**src/rtl/regfile_dump_pkg.sv**
```systemverilog
// ----------------------------------------------------------------------------
// regfile_dump_pkg
// Shared definitions for the register-file dump sequencer: default widths,
// register count and the 3-bit FSM state encoding.
// The CHECK state only becomes reachable when REGFILE_DUMP_CHECKSUM_EN is
// defined at build time.
// ----------------------------------------------------------------------------
package regfile_dump_pkg;

    localparam int DATA_WIDTH_DEF = 32;
    localparam int ADDR_WIDTH_DEF = 5;
    localparam int NUM_REGS       = 32;

    typedef enum logic [2:0] {
        IDLE  = 3'd0,
        READ  = 3'd1,
        SEND  = 3'd2,
        DONE  = 3'd3,
        CHECK = 3'd4
    } state_e;

endpackage

```
**src/rtl/regfile_dump_if.sv**
```systemverilog
// ----------------------------------------------------------------------------
// regfile_dump_if
// Valid/ready word stream produced by regfile_dump.
//   out_valid  word valid              (master -> slave)
//   out_ready  downstream accepts word (slave  -> master)
//   out_data   stream word             (master -> slave)
//   out_index  register index of word  (master -> slave)
//   out_last   final word of the dump  (master -> slave)
// ----------------------------------------------------------------------------
interface regfile_dump_if #(
    parameter int DATA_WIDTH = 32,
    parameter int ADDR_WIDTH = 5
);

    logic                  out_valid;
    logic                  out_ready;
    logic [DATA_WIDTH-1:0] out_data;
    logic [ADDR_WIDTH-1:0] out_index;
    logic                  out_last;

    modport master (
        output out_valid,
        input  out_ready,
        output out_data,
        output out_index,
        output out_last
    );

    modport slave (
        input  out_valid,
        output out_ready,
        input  out_data,
        input  out_index,
        input  out_last
    );

endinterface

```
**src/rtl/regfile_dump.sv**
```systemverilog
// ----------------------------------------------------------------------------
// regfile_dump
// Read-side sequencer for the CPU register file. A start pulse in IDLE walks
// registers FIRST_REG..LAST_REG on one combinational read port and streams
// each captured word over a valid/ready interface.
//
// Ports:
//   clock         system clock, rising edge
//   reset         asynchronous, active-high reset
//   start         begin a dump (sampled only in IDLE)
//   busy          high while a dump is in progress
//   done          one-cycle pulse when the dump completes
//   read_address  address to the regfile read port
//   read_data     combinational regfile read data
//   out           stream master (out_valid/ready/data/index/last)
//
// Build option REGFILE_DUMP_CHECKSUM_EN: append an XOR checksum word (index 0,
// out_last=1) after the data words; data words then never assert out_last.
// ----------------------------------------------------------------------------
module regfile_dump
    import regfile_dump_pkg::*;
#(
    parameter int DATA_WIDTH = DATA_WIDTH_DEF,
    parameter int ADDR_WIDTH = ADDR_WIDTH_DEF,
    parameter int FIRST_REG  = 0,
    parameter int LAST_REG   = 31
) (
    input  logic                  clock,
    input  logic                  reset,
    input  logic                  start,
    output logic                  busy,
    output logic                  done,
    output logic [ADDR_WIDTH-1:0] read_address,
    input  logic [DATA_WIDTH-1:0] read_data,
    regfile_dump_if.master        out
);

    localparam logic [ADDR_WIDTH-1:0] FirstAddr = ADDR_WIDTH'(FIRST_REG);
    localparam logic [ADDR_WIDTH-1:0] LastAddr  = ADDR_WIDTH'(LAST_REG);

    // An inverted range would never terminate cleanly, so refuse to elaborate.
    if (FIRST_REG > LAST_REG) begin : g_bad_range
        $error("regfile_dump: FIRST_REG must not exceed LAST_REG");
    end

    state_e                state_q, state_d;
    logic [ADDR_WIDTH-1:0] addr_q,  addr_d;
    logic [DATA_WIDTH-1:0] data_q,  data_d;
    logic [ADDR_WIDTH-1:0] index_q, index_d;
    logic                  last_q,  last_d;
`ifdef REGFILE_DUMP_CHECKSUM_EN
    logic [DATA_WIDTH-1:0] acc_q,   acc_d;
`endif

    // State and datapath registers; reset may land mid-dump and returns
    // everything to the idle, all-zero output condition.
    always_ff @(posedge clock or posedge reset) begin
        if (reset) begin
            state_q <= IDLE;
            addr_q  <= FirstAddr;
            data_q  <= '0;
            index_q <= '0;
            last_q  <= 1'b0;
`ifdef REGFILE_DUMP_CHECKSUM_EN
            acc_q   <= '0;
`endif
        end else begin
            state_q <= state_d;
            addr_q  <= addr_d;
            data_q  <= data_d;
            index_q <= index_d;
            last_q  <= last_d;
`ifdef REGFILE_DUMP_CHECKSUM_EN
            acc_q   <= acc_d;
`endif
        end
    end

    // Next-state logic. The address is compared against LAST_REG before it
    // is incremented, so the counter never wraps even when LAST_REG is the
    // top of the address space.
    always_comb begin
        state_d = state_q;
        addr_d  = addr_q;
        data_d  = data_q;
        index_d = index_q;
        last_d  = last_q;
`ifdef REGFILE_DUMP_CHECKSUM_EN
        acc_d   = acc_q;
`endif
        case (state_q)
            IDLE: begin
                if (start) begin
                    state_d = READ;
                    addr_d  = FirstAddr;
`ifdef REGFILE_DUMP_CHECKSUM_EN
                    acc_d   = '0;
`endif
                end
            end
            READ: begin
                data_d  = read_data;
                index_d = addr_q;
`ifdef REGFILE_DUMP_CHECKSUM_EN
                last_d  = 1'b0;
                acc_d   = acc_q ^ read_data;
`else
                last_d  = (addr_q == LastAddr);
`endif
                state_d = SEND;
            end
            SEND: begin
                if (out.out_ready) begin
                    last_d = 1'b0;
                    if (addr_q == LastAddr) begin
`ifdef REGFILE_DUMP_CHECKSUM_EN
                        data_d  = acc_q;
                        index_d = '0;
                        last_d  = 1'b1;
                        state_d = CHECK;
`else
                        state_d = DONE;
`endif
                    end else begin
                        addr_d  = addr_q + ADDR_WIDTH'(1);
                        state_d = READ;
                    end
                end
            end
`ifdef REGFILE_DUMP_CHECKSUM_EN
            CHECK: begin
                if (out.out_ready) begin
                    last_d  = 1'b0;
                    state_d = DONE;
                end
            end
`endif
            DONE: begin
                last_d  = 1'b0;
                state_d = IDLE;
            end
            default: begin
                state_d = IDLE;
            end
        endcase
    end

    // Outputs are decoded from state or taken straight from registers.
    always_comb begin
`ifdef REGFILE_DUMP_CHECKSUM_EN
        out.out_valid = (state_q == SEND) || (state_q == CHECK);
`else
        out.out_valid = (state_q == SEND);
`endif
        out.out_data  = data_q;
        out.out_index = index_q;
        out.out_last  = last_q;
        busy          = (state_q != IDLE);
        done          = (state_q == DONE);
        read_address  = addr_q;
    end

endmodule

```
**src/flat_wrapper.sv**
```systemverilog
// flat-port wrapper written by rule: the top's interface ports become plain ports
module regfile_dump_flat import regfile_dump_pkg::*;
#(
    parameter int DATA_WIDTH = DATA_WIDTH_DEF,
    parameter int ADDR_WIDTH = ADDR_WIDTH_DEF,
    parameter int FIRST_REG  = 0,
    parameter int LAST_REG   = 31
)
  (clock, reset, start, busy, done, read_address, read_data, out_out_valid, out_out_ready, out_out_data, out_out_index, out_out_last);
  regfile_dump_if #(.DATA_WIDTH(DATA_WIDTH), .ADDR_WIDTH(ADDR_WIDTH)) out_i ();
  input  logic clock;
  input  logic reset;
  input  logic start;
  output logic busy;
  output logic done;
  output logic [ADDR_WIDTH-1:0] read_address;
  input  logic [DATA_WIDTH-1:0] read_data;
  output wire logic [$bits(out_i.out_valid)-1:0] out_out_valid;
  input wire logic [$bits(out_i.out_ready)-1:0] out_out_ready;
  output wire logic [$bits(out_i.out_data)-1:0] out_out_data;
  output wire logic [$bits(out_i.out_index)-1:0] out_out_index;
  output wire logic [$bits(out_i.out_last)-1:0] out_out_last;
  assign out_out_valid = out_i.out_valid;
  assign out_i.out_ready = out_out_ready;
  assign out_out_data = out_i.out_data;
  assign out_out_index = out_i.out_index;
  assign out_out_last = out_i.out_last;
  regfile_dump #(.DATA_WIDTH(DATA_WIDTH), .ADDR_WIDTH(ADDR_WIDTH), .FIRST_REG(FIRST_REG), .LAST_REG(LAST_REG)) u_core (.clock(clock), .reset(reset), .start(start), .busy(busy), .done(done), .read_address(read_address), .read_data(read_data), .out(out_i));
endmodule
```
**config.mk**
```make
export PLATFORM = sky130hd
export DESIGN_NAME = regfile_dump_flat
export DESIGN_NICKNAME = d
export VERILOG_FILES = /design/src/rtl/regfile_dump_pkg.sv /design/src/rtl/regfile_dump_if.sv /design/src/rtl/regfile_dump.sv /design/src/flat_wrapper.sv
export SDC_FILE = /design/constraint.sdc
export NUM_CORES = 1
export LEC_CHECK = 0
export BUFFER_PORTS_ARGS = -buffer_cell sky130_fd_sc_hd__buf_2
export CAP_MARGIN = 20
export CORE_ASPECT_RATIO = 1.75
export CORE_UTILIZATION = 50
export DETAILED_ROUTE_END_ITERATION = 16
export PLACE_DENSITY_LB_ADDON = 0.08
export SLEW_MARGIN = 40
export SYNTH_ARGS = -nofsm -noshare
export SYNTH_HDL_FRONTEND = slang
export SYNTH_SLANG_ARGS = --single-unit
```
**constraint.sdc**
```tcl
create_clock -name clock -period 3.05 [get_ports clock]
set_clock_uncertainty 0.15 [all_clocks]
set_input_delay 0.1525 -clock clock [delete_from_list [all_inputs] [get_ports clock]]
set_output_delay 0.1525 -clock clock [all_outputs]
set_load 0.01 [all_outputs]
```
==> results.rst, run 1 <==
.. list-table::
   :header-rows: 1

   * - Metric
     - Value
   * - Outcome
     - finished, final reports clean
   * - Fin crit share
     - 69.4%
   * - Clock Path Buffers
     - 2
   * - Hold Violations, Final
     - 0
   * - Top fanout value on the critical path
     - 26
   * - IO Pins
     - 82
   * - Aggregate global-route resource usage
     - 23.3%
   * - Number of optimization iterations in the first detailed-route pass
     - 4
   * - Placed wire-length estimate after detailed placement
     - 2930 um
   * - Setup repair after global routing missed its margin
     - no
   * - Area inside the core boundary
     - 0.00370 sq mm
   * - Maximum ir drop on the vdd rail
     - 0.000708 V
   * - Power spent charging and discharging nets
     - 931 uW
   * - Count of nets after finishing
     - 287
   * - Actual slew at the worst max-slew pin
     - 0.710 ns
   * - Die Y-Extent
     - 85.2 um
   * - CTS clk-pin slew, worst paths
     - 0.08 ns
   * - Cell-internal power
     - 1.88 mW
   * - Synthesized flop and latch total
     - 45
   * - Proportion of synthesized chip area in sequential cells
     - 57.0%
   * - Congestion Overflow GR
     - 0
   * - Ordered cell list for the critical path
     - nand2b_2, buf_4, mux2_2
   * - Post-route DRC violation count
     - 0
   * - Top flip-flop cell by instance count after synthesis
     - sky130_fd_sc_hd__dfrtp_1
   * - Root buffer cell
     - sky130_fd_sc_hd__clkbuf_8
   * - F_max
     - 0.473 GHz
   * - Endpoint type of the worst setup path
     - flip-flop
   * - Number of enable flip-flop cells after synthesis
     - 0
   * - Reg power frac
     - 37.8%
   * - Path type of the worst setup path
     - reg -> reg
   * - Final standard cell utilization of the core
     - 76.9%
   * - Share of flip-flops with an asynchronous set or reset after synthesis
     - 100%
   * - Post-DR vias/cell
     - 4.77
   * - Pins over their slew limit
     - 0
   * - Simple-Gate Fraction of Synth Area
     - 5.83%
   * - Xor-xnor portion of the synthesized cell area
     - 0%
   * - Cell Rows
     - 29
   * - Static power due to leakage
     - 1.49 nW
   * - Starting utilization of the core area
     - 53.4%
   * - Initial DRC count
     - 18
   * - Number of buffers created by CTS
     - 5
   * - Critical path startpoint category
     - flip-flop
   * - Antenna diode count
     - 0
   * - Worst path required time
     - 3.09 ns
   * - Worst-path cell with the longest stage delay
     - sky130_fd_sc_hd__nand2b_2
   * - WP data arrival
     - 2.15 ns
   * - Avg Synthesized Cell Area
     - 15.3 sq um
   * - Vias in the first global route
     - 1508
   * - Stage delay of the slowest cell on the critical path
     - 0.65 ns
   * - Count of cell types in the netlist
     - 24
   * - Combinational group share of total power
     - 45.5%
   * - Cell Area, Synth
     - 0.00198 sq mm
   * - Post-synthesis share of cell area spent on full adders, half adders and majority gates
     - 1.27%
   * - Wire length per cell
     - 15.1 um
   * - Critical R2R Launch
     - u_core.state_q[1]
   * - Compound-gate portion of the synthesized area
     - 3.74%
   * - Mux contribution to synthesized area
     - 26.2%
   * - Proportion of power drawn by the clock network
     - 16.7%
   * - Yosys warning count
     - 0
   * - Largest family of logic cells by synthesized area
     - multiplexers
   * - Timing startpoint of the critical path
     - u_core.state_q[1]
   * - Post-CTS Setup Repair Bufs
     - 0
   * - Net count after synthesis
     - 167
   * - Fraction of final layout cells sized beyond drive strength 1
     - 51.2%
   * - Maximum number of pins on one net before global-route repair
     - 28
   * - Die area
     - 0.00422 sq mm
   * - CTS tree
     - built
   * - Wire length reported by the detailed router
     - 4470 um
   * - Area growth from synthesis to layout
     - 44.1%
   * - Via Count
     - 1413
   * - Wire length of the first global-routing pass
     - 7330 um
   * - Critical hold path startpoint
     - out_out_ready
   * - Accumulated negative setup slack
     - 0 ns
   * - Total power divided by cell area
     - 987 mW/mm^2
   * - Finish-stage setup viols
     - 0
   * - Clk sinks
     - 45
   * - Chip Width
     - 49.5 um
   * - Switching portion of total power
     - 33.2%
   * - H-tree depth reported by CTS
     - 2
   * - IO buf count
     - 81
   * - Routability Congestion
     - 0.762
   * - HP Class
     - in -> reg
   * - Number of filler instances in the final layout
     - 256
   * - Commonest non-fill, non-tap cell in the layout
     - sky130_fd_sc_hd__buf_2
   * - Headroom to the max-slew limit
     - 52.7%
   * - Maximum Capacitance Violations
     - 0
   * - Commonest cells after routing, fill and taps aside
     - sky130_fd_sc_hd__buf_2 (81), sky130_fd_sc_hd__dfrtp_1 (45), sky130_fd_sc_hd__dlygate4sd3_1 (35), sky130_fd_sc_hd__mux2_4 (31), sky130_fd_sc_hd__nand2_1 (9)
   * - Clock latency on the worst-skew pair
     - 0.29 ns
   * - Post-Synthesis Cells
     - 129
   * - Count of antenna-violating nets left after detailed routing
     - 0
   * - Clock period minus final worst setup slack
     - 2.12 ns
   * - Initial antenna violation count
     - 0
==> state kept, by name, summed over array words and instances, names as in the netlist <==
signal and flops:
u_core.out.out_index 5, u_core.read_address 5, u_core.out.out_data 32, u_core.out.out_last 1
u_core.state_q 2
==> cell usage after synthesis, types with 2 or more instances <==
cell                       count  area share, %
sky130_fd_sc_hd__a21oi_1       2           0.51
sky130_fd_sc_hd__buf_12        3            3.0
sky130_fd_sc_hd__buf_6         2            1.1
sky130_fd_sc_hd__dfrtp_1      45             57
sky130_fd_sc_hd__ha_1          2            1.3
sky130_fd_sc_hd__inv_1         8            1.5
sky130_fd_sc_hd__mux2_2        2            1.1
sky130_fd_sc_hd__mux2_4       31             24
sky130_fd_sc_hd__mux2i_1       3            1.5
sky130_fd_sc_hd__nand2_1       9            1.7
sky130_fd_sc_hd__nand2b_1      2           0.63
sky130_fd_sc_hd__nand3_1       2           0.51
sky130_fd_sc_hd__o21ai_0       7            1.8
==> per-stage QoR <==
step / hold slack, ns / power, mW / instances / worst slack (ns) / cell area, sq um
2_1_floorplan: 0.146 / 1.96 / 129 / 1.21 / 1980
3_3_place_gp: 0.0289 / 2.26 / 253 / 1.01 / 2380
3_5_place_dp: 0.0379 / 2.30 / 253 / 0.912 / 2380
4_1_cts: 0.0452 / 2.83 / 296 / 0.907 / 2850
5_1_grt: 0.0687 / 2.98 / 296 / 0.805 / 2850
6_report: 0.0535 / 2.81 / 296 / 0.935 / 2850
==> power groups by stage <==
stage | logic (mW) | clock network, mW | registers [mW]
final | 1.28 | 0.469 | 1.06
after global routing | 1.38 | 0.505 | 1.10
after CTS | 1.29 | 0.482 | 1.06
after detailed placement | 1.24 | 0 | 1.07
after global placement | 1.21 | 0 | 1.05
after floorplan | 0.798 | 0 | 1.17
==> final timing paths <==
check                                          endpoint  slack (ns)  cells after the start
max in group asynchronous             u_core.state_q[1]        1.78                      4
worst max register to register  u_core.out.out_data[28]        0.93                      3
worst max-delay path            u_core.out.out_data[28]        0.93                      3
worst min-delay path                  u_core.state_q[1]        0.05                      4
worst min register to register  u_core.out.out_index[3]        0.34                      2
min in group asynchronous        u_core.out.out_data[9]        0.25                      3
==> per-layer routing <==
metal / vias to the layer above / part of all wire, % / GRT usage (%)
li1: 677 / - / -
met1: 682 / 40 / 27.4
met2: 46 / 54 / 41.0
met3: 8 / 4.3 / 4.84
met4: 0 / 2.0 / 9.35
met5: - / 0 / 0
==> final cells by class <==
| type | count | area [sq um] | area share (%) |
|---|---|---|---|
| clock buffer | 6 | 82.6 | 2.90 |
| multi-input combinational | 70 | 734 | 25.8 |
| tap | 46 | 57.6 | 2.02 |
| timing repair buffer | 119 | 778 | 27.3 |
| inverter | 8 | 30.0 | 1.05 |
| sequential | 45 | 1130 | 39.6 |
| clock inverter | 2 | 37.5 | 1.32 |
==> cells by family after synthesis <==
group	after synthesis
simple gates	19
buf+inv	14
compound gates	13
mux	36
flops	45
fa+ha+maj	2
==> worst max-delay path, delay by kind of cell (launching register included) <==
family	cells	cell delay [ns]
and+or+nand+nor	1	0.65
buffers and inverters	1	0.35
DFF	1	0.50
muxes	1	0.36
==> timing repair <==
action                                 in CTS  in global routing
endpoints found under the hold margin      51                  0
hold buffers                               35                  0
gates resized for setup                     0                  0
(Power assumes the default switching activity.)
==> run 2: changes to the inputs <==
--- a/config.mk
+++ b/config.mk
@@ -8,7 +8,7 @@
 export BUFFER_PORTS_ARGS = -buffer_cell sky130_fd_sc_hd__buf_2
 export CAP_MARGIN = 20
 export CORE_ASPECT_RATIO = 1.75
-export CORE_UTILIZATION = 50
+export CORE_UTILIZATION = 43
 export DETAILED_ROUTE_END_ITERATION = 16
 export PLACE_DENSITY_LB_ADDON = 0.08
 export SLEW_MARGIN = 40
==> constraint.sdc (replaced) <==
create_clock -name clock -period 1.85 [get_ports clock]
set_clock_uncertainty 0.15 [all_clocks]
set_input_delay 0.0925 -clock clock [delete_from_list [all_inputs] [get_ports clock]]
set_output_delay 0.0925 -clock clock [all_outputs]
set_load 0.01 [all_outputs]
==> run 2 against run 1 <==
  * Sequential cell count stayed put
  * Largest cell class unchanged
  * Die area increased by 16%
  * Critical path type unchanged
  * Wire length decreased by 8.6%
  * Critical path depth increased by 4
  * Largest power group unchanged
  * Combinational power is 74% higher
  * Sequential power grew 61%
  * Clock power up 59%
  * Critical endpoint is now u_core.read_address[3]
==> results.rst, run 2 (same netlist as run 1, synthesis figures left out) <==
.. list-table::
   :header-rows: 1

   * - Metric
     - Value
   * - Fraction of final layout cells sized beyond drive strength 1
     - 53.7% (was 51.2%)
   * - Starting utilization of the core area
     - 44.9% (was 53.4%)
   * - Switching portion of total power
     - 32.2% (was 33.2%)
   * - Post-DR vias/cell
     - 4.78 (was 4.77)
   * - Count of placed standard cells in the final layout, fillers left out
     - 306 (was 296)
   * - HP Class
     - in -> reg (unchanged)
   * - Critical path startpoint category
     - flip-flop (unchanged)
   * - Worst Slack Setup Final
     - 0.107 ns (was 0.935 ns)
   * - Combinational group share of total power
     - 47.6% (was 45.5%)
   * - Commonest non-fill, non-tap cell in the layout
     - sky130_fd_sc_hd__buf_2 (unchanged)
   * - Die area
     - 0.00488 sq mm (was 0.00422 sq mm)
   * - Post-route DRC violation count
     - 0 (unchanged)
   * - Reg power frac
     - 36.5% (was 37.8%)
   * - Count of nets after finishing
     - 292 (was 287)
   * - Area growth from synthesis to layout
     - 48.4% (was 44.1%)
   * - Number of buffers created by CTS
     - 5 (unchanged)
   * - Endpoint type of the worst setup path
     - flip-flop (unchanged)
   * - CTS clk-pin slew, worst paths
     - 0.08 ns (about the same)
   * - Maximum Capacitance Violations
     - 0 (unchanged)
   * - H-tree depth reported by CTS
     - 2 (unchanged)
   * - Number of filler instances in the final layout
     - 351 (was 256)
   * - IO buf count
     - 81 (unchanged)
   * - Wire length reported by the detailed router
     - 4090 um (was 4470 um)
   * - Headroom to the max-slew limit
     - 62.8% (was 52.7%)
   * - Vias in the first global route
     - 1484 (was 1508)
   * - Initial DRC count
     - 16 (was 18)
   * - Antenna diode count
     - 0 (unchanged)
   * - Hold Violations, Final
     - 0 (unchanged)
   * - Crit path top cell by count
     - sky130_fd_sc_hd__ha_2
   * - Initial antenna violation count
     - 0 (unchanged)
   * - Path type of the worst setup path
     - reg -> reg (unchanged)
   * - Largest register FFs
     - 32 (unchanged)
   * - Worst path required time
     - 1.91 ns (was 3.09 ns)
   * - Clock Path Buffers
     - 2 (unchanged)
   * - Static power due to leakage
     - 1.53 nW (was 1.49 nW)
   * - Cell count after placement
     - 261 (was 253)
   * - Clock latency on the worst-skew pair
     - 0.29 ns (about the same)
   * - Via Count
     - 1463 (was 1413)
   * - IO Pins
     - 82 (unchanged)
   * - Maximum number of pins on one net before global-route repair
     - 27 (was 28)
   * - Maximum ir drop on the vdd rail
     - 0.00108 V (was 0.000708 V)
   * - Top fanout value on the critical path
     - 4 (was 26)
   * - Post-route worst hold slack
     - 0.115 ns (was 0.0535 ns)
   * - Routability Congestion
     - 0.784 (was 0.762)
   * - Congestion Overflow GR
     - 0 (unchanged)
   * - Wire length per cell
     - 13.4 um (was 15.1 um)
   * - Area used by multi-input combinational logic
     - 743 sq um (was 734 sq um)
   * - Total design power
     - 4.70 mW (was 2.81 mW)
   * - Wire length of the first global-routing pass
     - 6450 um (was 7330 um)
   * - F_max
     - 0.574 GHz (was 0.473 GHz)
   * - Placed wire-length estimate after detailed placement
     - 2650 um (was 2930 um)
   * - CTS tree
     - built (unchanged)
   * - Finish-stage setup viols
     - 0 (unchanged)
   * - WP data arrival
     - 1.80 ns (was 2.15 ns)
   * - Clk sinks
     - 45 (unchanged)
   * - Chip Width
     - 53.2 um (was 49.5 um)
   * - Area of all placed cells without fillers
     - 0.00293 sq mm (was 0.00285 sq mm)
   * - Stage delay of the slowest cell on the critical path
     - 0.40 ns (was 0.65 ns)
   * - Aggregate global-route resource usage
     - 18.1% (was 23.3%)
   * - Die Y-Extent
     - 91.7 um (was 85.2 um)
   * - Power spent charging and discharging nets
     - 1.51 mW (was 931 uW)
   * - Storage element area
     - 0.00113 sq mm (unchanged)
   * - Clock period minus final worst setup slack
     - 1.74 ns (was 2.12 ns)
   * - Total power divided by cell area
     - 1600 mW/mm^2 (was 987 mW/mm^2)
   * - Worst slack after detailed placement
     - -0.0483 ns (was 0.912 ns)
   * - Fin crit share
     - 94.2% (was 69.4%)
   * - Root buffer cell
     - sky130_fd_sc_hd__clkbuf_8 (unchanged)
   * - Number of optimization iterations in the first detailed-route pass
     - 4 (unchanged)
   * - Worst-path cell with the longest stage delay
     - sky130_fd_sc_hd__dfrtp_1 (was sky130_fd_sc_hd__nand2b_2)
   * - Proportion of power drawn by the clock network
     - 15.9% (was 16.7%)
   * - Ordered cell list for the critical path
     - ha_2, inv_2, nor3_1, ha_2, nand4bb_4, or3_1, o211ai_1 (was nand2b_2, buf_4, mux2_2)
   * - Setup repair after global routing missed its margin
     - no (unchanged)
   * - Number of cells on the worst hold path
     - 4 (unchanged)
   * - Pins over their slew limit
     - 0 (unchanged)
   * - Cell Rows
     - 32 (was 29)
   * - Outcome
     - finished, final reports clean (unchanged)
   * - Actual slew at the worst max-slew pin
     - 0.557 ns (was 0.710 ns)
   * - Count of antenna-violating nets left after detailed routing
     - 0 (unchanged)
   * - Placement-stage cell area
     - 0.00244 sq mm (was 0.00238 sq mm)
   * - Cell-internal power
     - 3.18 mW (was 1.88 mW)
   * - Cell depth of the worst flop-to-flop path
     - 7 (was 3)
   * - Area inside the core boundary
     - 0.00440 sq mm (was 0.00370 sq mm)
   * - Commonest cells after routing, fill and taps aside
     - sky130_fd_sc_hd__buf_2 (81), sky130_fd_sc_hd__dfrtp_1 (45), sky130_fd_sc_hd__dlygate4sd3_1 (35), sky130_fd_sc_hd__mux2_4 (31), sky130_fd_sc_hd__nand2_1 (9) (unchanged)
## run 2: cell count changes in the layout (fill, tap and decap cells not counted), moves of 2 or more
| cell | before | now |
|---|---|---|
| sky130_fd_sc_hd__inv_2 | 0 | 2 |
| sky130_fd_sc_hd__ha_1 | 2 | 0 |
| sky130_fd_sc_hd__ha_2 | 0 | 2 |
| sky130_fd_sc_hd__buf_12 | 0 | 3 |
| sky130_fd_sc_hd__buf_4 | 3 | 5 |
## run 2: area by class of cell
type | instances | area share, %
clock buffer | 7 | 2.94
clock inverter | 1 | 1.02
inverter | 8 | 1.02
multi-input combinational | 70 | 25.3
sequential | 45 | 38.4
tap | 51 | 2.18
timing repair buffer | 124 | 29.1
## run 2: power by group through the flow
stage          clock network (mW)  registers, mW  logic [mW]
2_1_floorplan                   0           1.92        1.32
3_3_place_gp                    0           1.69        2.14
3_5_place_dp                    0           1.72        2.16
4_1_cts                     0.772           1.71        2.24
5_1_grt                     0.809           1.77        2.41
6_report                    0.748           1.71        2.23
## run 2: routing by layer
layer	wire length [um]	up-vias	global-route usage [%]	share of wire, %
met5	0	-	0	0
met4	65	0	6.58	1.6
met1	1700	722	20.5	42
met3	196	5	4.15	4.8
li1	-	688	-	-
met2	2130	48	31.5	52
## run 2: per-stage QoR
stage	TNS [ns]	util, %
after detailed placement	-0.110	55.5
after global routing	0	66.6
after global placement	0	55.5
after floorplan	0	-
after CTS	0	66.2
final	0	66.6
## run 2: path summary, 6_finish.rpt
| check | start | end | slack [ns] |
|---|---|---|---|
| worst max register to register | u_core.read_address[0] | u_core.read_address[3] | 0.11 |
| worst max-delay path | u_core.read_address[0] | u_core.read_address[3] | 0.11 |
| worst min-delay path | start | u_core.read_address[4] | 0.12 |
| worst min register to register | u_core.out.out_index[1] | u_core.out.out_index[1] | 0.33 |
| min in group asynchronous | reset | u_core.out.out_last | 0.26 |
| max in group asynchronous | reset | u_core.out.out_data[5] | 0.79 |
## run 2: worst max-delay path: cells and delay by family (launching register included)
kind            cells  cell delay [ns]
simple gates        3             0.58
buf+inv             1             0.06
flops               1             0.40
compound gates      1             0.10
fa+ha+maj           2             0.38
## run 2: timing repair
action | CTS | global route
buffers inserted | 0 | 2
cloned | 0 | 0
gates resized for setup | 2 | 2
pin swaps | 1 | 2
endpoints found under the setup margin | 5 | 3
hold buffers | 35 | 0
hold endpoints to repair | 59 | 0
